--- src/rtl/fulladder_cell.sv ---
// Full-adder cell: {cout,sum} = a + b + cin with carry-lookahead helpers.
// REG_OUT=1 registers results behind in_valid; REG_OUT=0 is purely combinational.
module fulladder_cell #(
  parameter int WIDTH   = 1,
  parameter bit REG_OUT = 1'b1
) (
  input  logic             clk,
  input  logic             rst,
  input  logic             in_valid,
  input  logic [WIDTH-1:0] a,
  input  logic [WIDTH-1:0] b,
  input  logic             cin,
  output logic [WIDTH-1:0] sum,
  output logic             cout,
  output logic             gen,
  output logic             prop,
  output logic             ovf,
  output logic             out_valid
);

  logic [WIDTH:0] full;
  logic           carry_msb;
  logic           prop_c;
  logic           gen_c;
  logic           ovf_c;

  assign full   = {1'b0, a} + {1'b0, b} + {{WIDTH{1'b0}}, cin};
  assign prop_c = &(a ^ b);
  // When every bit propagates, a+b is all-ones and cannot carry, so any
  // carry-out must have come from cin; otherwise cout equals generate.
  assign gen_c  = full[WIDTH] & ~(prop_c & cin);
  // Recover the carry into the MSB from the MSB sum bit.
  assign carry_msb = a[WIDTH-1] ^ b[WIDTH-1] ^ full[WIDTH-1];
  assign ovf_c     = carry_msb ^ full[WIDTH];

  if (REG_OUT) begin : g_reg
    always_ff @(posedge clk) begin
      if (rst) begin
        sum       <= '0;
        cout      <= 1'b0;
        gen       <= 1'b0;
        prop      <= 1'b0;
        ovf       <= 1'b0;
        out_valid <= 1'b0;
      end else if (in_valid) begin
        sum       <= full[WIDTH-1:0];
        cout      <= full[WIDTH];
        gen       <= gen_c;
        prop      <= prop_c;
        ovf       <= ovf_c;
        out_valid <= 1'b1;
      end else begin
        out_valid <= 1'b0;
      end
    end
  end else begin : g_comb
    logic unused_clk;
    assign unused_clk = clk;
    assign sum        = full[WIDTH-1:0];
    assign cout       = full[WIDTH];
    assign gen        = gen_c;
    assign prop       = prop_c;
    assign ovf        = ovf_c;
    assign out_valid  = in_valid & ~rst;
  end

endmodule

--- config.mk ---
export PLATFORM = sky130hd
export DESIGN_NAME = fulladder_cell
export DESIGN_NICKNAME = d
export VERILOG_FILES = /design/src/rtl/fulladder_cell.sv
export SDC_FILE = /design/constraint.sdc
export NUM_CORES = 1
export LEC_CHECK = 0
export CAP_MARGIN = 5
export CORE_AREA = 3 3 40 42
export CTS_BUF_LIST = sky130_fd_sc_hd__clkbuf_8 sky130_fd_sc_hd__clkbuf_16
export CTS_CLUSTER_SIZE = 12
export DETAILED_ROUTE_END_ITERATION = 10
export DIE_AREA = 0 0 43 45
export GPL_TIMING_DRIVEN = 0
export SYNTH_ARGS = -nofsm -noshare
export SYNTH_HDL_FRONTEND = slang
export SYNTH_SLANG_ARGS = --single-unit
--- constraint.sdc ---
create_clock -name clk -period 1.79 [get_ports clk]
set_clock_uncertainty 0.2 [all_clocks]
set_input_delay 0.358 -clock clk [delete_from_list [all_inputs] [get_ports clk]]
set_output_delay 0.358 -clock clk [all_outputs]
set_load 0.03 [all_outputs]
==> run summary <==
Run status: finished, final reports clean
Top cell type's share of synthesized area: 0.457
Slew HR: 0.788
RSZ-0062 raised after global routing: no
Clock root cell: clkbuf_8
Ant diodes: 0
Clk_lat worst skew: 0.22 ns
Vias per std cell: 3.72
Commonest cells after routing, fill and taps aside: dfxtp_1, nor2_1, dlymetal6s2s_1
Most common cell after layout, fill and taps aside: dfxtp_1
Synth Cell Area: 263 sq um
Fin crit period: 1.76 ns
Placed inst area: 382 sq um
Post-Synth XOR/XNOR Area: 0.129
YS warnings: 0
1st-iter DRT viols: 1
Die Ht: 45 microns
Max-slew violations: 0
Net Count, Synth: 31
GRT Max-Usage Layer: met4
CTS buffer count: 3
Met1 track demand over resource: 0.0732
Final count of hold timing violations: 0
First-pass GRT wire length: 814 microns
Fillers: 142
Core Rows: 13
Post-synthesis sequential area ratio: 0.457
Total I/O pin count: 12
Vias in the first global route: 194
Critical Path End Type: output pin
Initial antenna violation count: 0
Post-synthesis compound-gate area fraction: 0.124
Net Sw Power: 0.112 mW
Worst path slowest cell: clkdlybuf4s50_1
Hold Path Class: in2reg
Yosys top cell by area: dfxtp_1
H-tree Lvls: 1
PortBufs: 10
Sequential power share: 0.332
Crit-path cells: clkdlybuf4s50_1
R2R Setup Slk: 0.96 ns
Simple-Gate Fraction of Synth Area: 0.105
Largest net degree at the start of global routing: 10
Wire per inst: 9.17 microns
Total grt overflow: 0
Tot Pwr: 0.451 mW
Nets: 47
Share of cells above drive strength 1: 0.184
Clock share of power: 0.444
Initial Util: 0.204
Leak Pwr: 0.235 nW
Synth cell types: 14
CP peak stage delay: 0.67 ns
GP Congestion: 0.656
DIE AREA: 1940 sq um
Worst hold slack: 0.267 ns
Cells after Synth: 24
M2 GR Usage: 0.0689
Cell area after layout: 437 sq um
Worst Tran Pin Value: 0.318 ns
Comb pwr share: 0.224
Power Internal: 0.339 mW
Power Dens Cells: 1030 nW/um^2
All-layer global routing usage: 0.0652
Number of max-cap violations: 0
Pre-antenna DRT Iters: 2
Max frequency: 568 MHz
Max rail drop VDD: 0.000337 V
Crit path DAT: 1.20 ns
Total wire length: 486 microns
CTS clk-pin slew, worst paths: 0.04 ns
Routing usage on met3: 0.0398
Fin crit share: 0.983
Switching Share: 0.248
Synth Area in Adders: 0.0762
Worst Setup Start Kind: flip-flop
Largest family of logic cells by synthesized area: XOR/XNOR gates
WS Path Type: reg2out
Ranking of synthesized cells by area: dfxtp_1, fa_1, mux2i_1
Core area: 1280 sq um
DP HPWL: 339 microns
Syn avg cell area: 10.9 sq um
Final setup viols: 0
Critical Path RT: 1.23 ns
Maximum clock insertion buffer count: 2
Die Wd: 43 microns
CP Buf/Inv Count: 1
CP Max Fanout: 2
Final antenna-violating net count: 0
Drt drc: 0
Top Family by Delay on Critical Path: buffers and inverters
Area Growth Syn to Fin: 66.2%
Post-synthesis mux area share: 0.0762
Synth Register Bits: 6
Clock sinks: 6
DR vias: 197
CTS tree: yes
-- cells by family after synthesis --
| logic type | count (synthesis) |
|---|---|
| AO/OA/AOI/OAI | 4 |
| multiplexers | 2 |
| flip-flops | 6 |
| adder cells (fa/ha/maj) | 1 |
| buffers and inverters | 2 |
| AND/OR/NAND/NOR | 6 |
| XOR/XNOR | 3 |
-- path summary, 6_finish.rpt --
path	from	to	cells after the start
max	prop	prop	1
min	in_valid	ovf	2
max reg2reg	prop	prop	2
min reg2reg	gen	gen	2
-- metrics by stage --
stage | TNS, ns | utilization | setup slack (ns) | std cells
4_1_cts | 0 | 0.332 | 0.0124 | 53
3_5_place_dp | -0.659 | 0.297 | -0.374 | 49
5_1_grt | 0 | 0.340 | 0.000738 | 53
6_report | 0 | 0.340 | 0.0309 | 53
3_3_place_gp | -0.639 | 0.297 | -0.370 | 49
2_1_floorplan | 0 | - | 0.184 | 24
-- power groups by stage --
stage / Clock, mW / Combinational, mW / Sequential [mW]
floorplan: 0 / 0.0403 / 0.174
global placement: 0 / 0.101 / 0.152
detailed placement: 0 / 0.101 / 0.152
CTS: 0.209 / 0.103 / 0.150
global route: 0.217 / 0.110 / 0.151
finish: 0.200 / 0.101 / 0.150
-- timing repair --
item | CTS | global route
pin swaps | 2 | 0
hold buffers | 0 | 0
hold endpoints to repair | 0 | 0
buffers inserted | 1 | 0
setup endpoints to repair | 1 | 4
resized for setup | 3 | 4
-- synth_stat cells --
master    count
mux2i_1       2
xnor2_2       1
a211oi_1      1
buf_2         1
inv_1         1
a211oi_2      1
xnor2_1       2
nand2b_1      1
fa_1          1
a21oi_1       1
nor2b_1       1
dfxtp_1       6
o211ai_1      1
nor2_1        4
-- metal layers --
metal / up-vias / wire length, microns
met2: 10 / 185
met4: 0 / 0
li1: 108 / -
met3: 0 / 65
met5: - / 0
met1: 79 / 236
-- final cells by class --
| class | instances | area [sq um] | area share |
|---|---|---|---|
| buffer | 1 | 5.00 | 0.0115 |
| tap | 15 | 18.8 | 0.0430 |
| inverter | 1 | 3.75 | 0.00860 |
| sequential | 6 | 120 | 0.275 |
| multi-input combinational | 16 | 134 | 0.307 |
| clock buffer | 3 | 41.3 | 0.0946 |
| timing repair buffer | 11 | 114 | 0.261 |
-- sequential cells by signal (all words and copies together) (netlist names) --
signal	count
ovf	1
cout	1
out_valid	1
gen	1
prop	1
sum	1
Note: power is estimated with default switching activity, not from simulation.
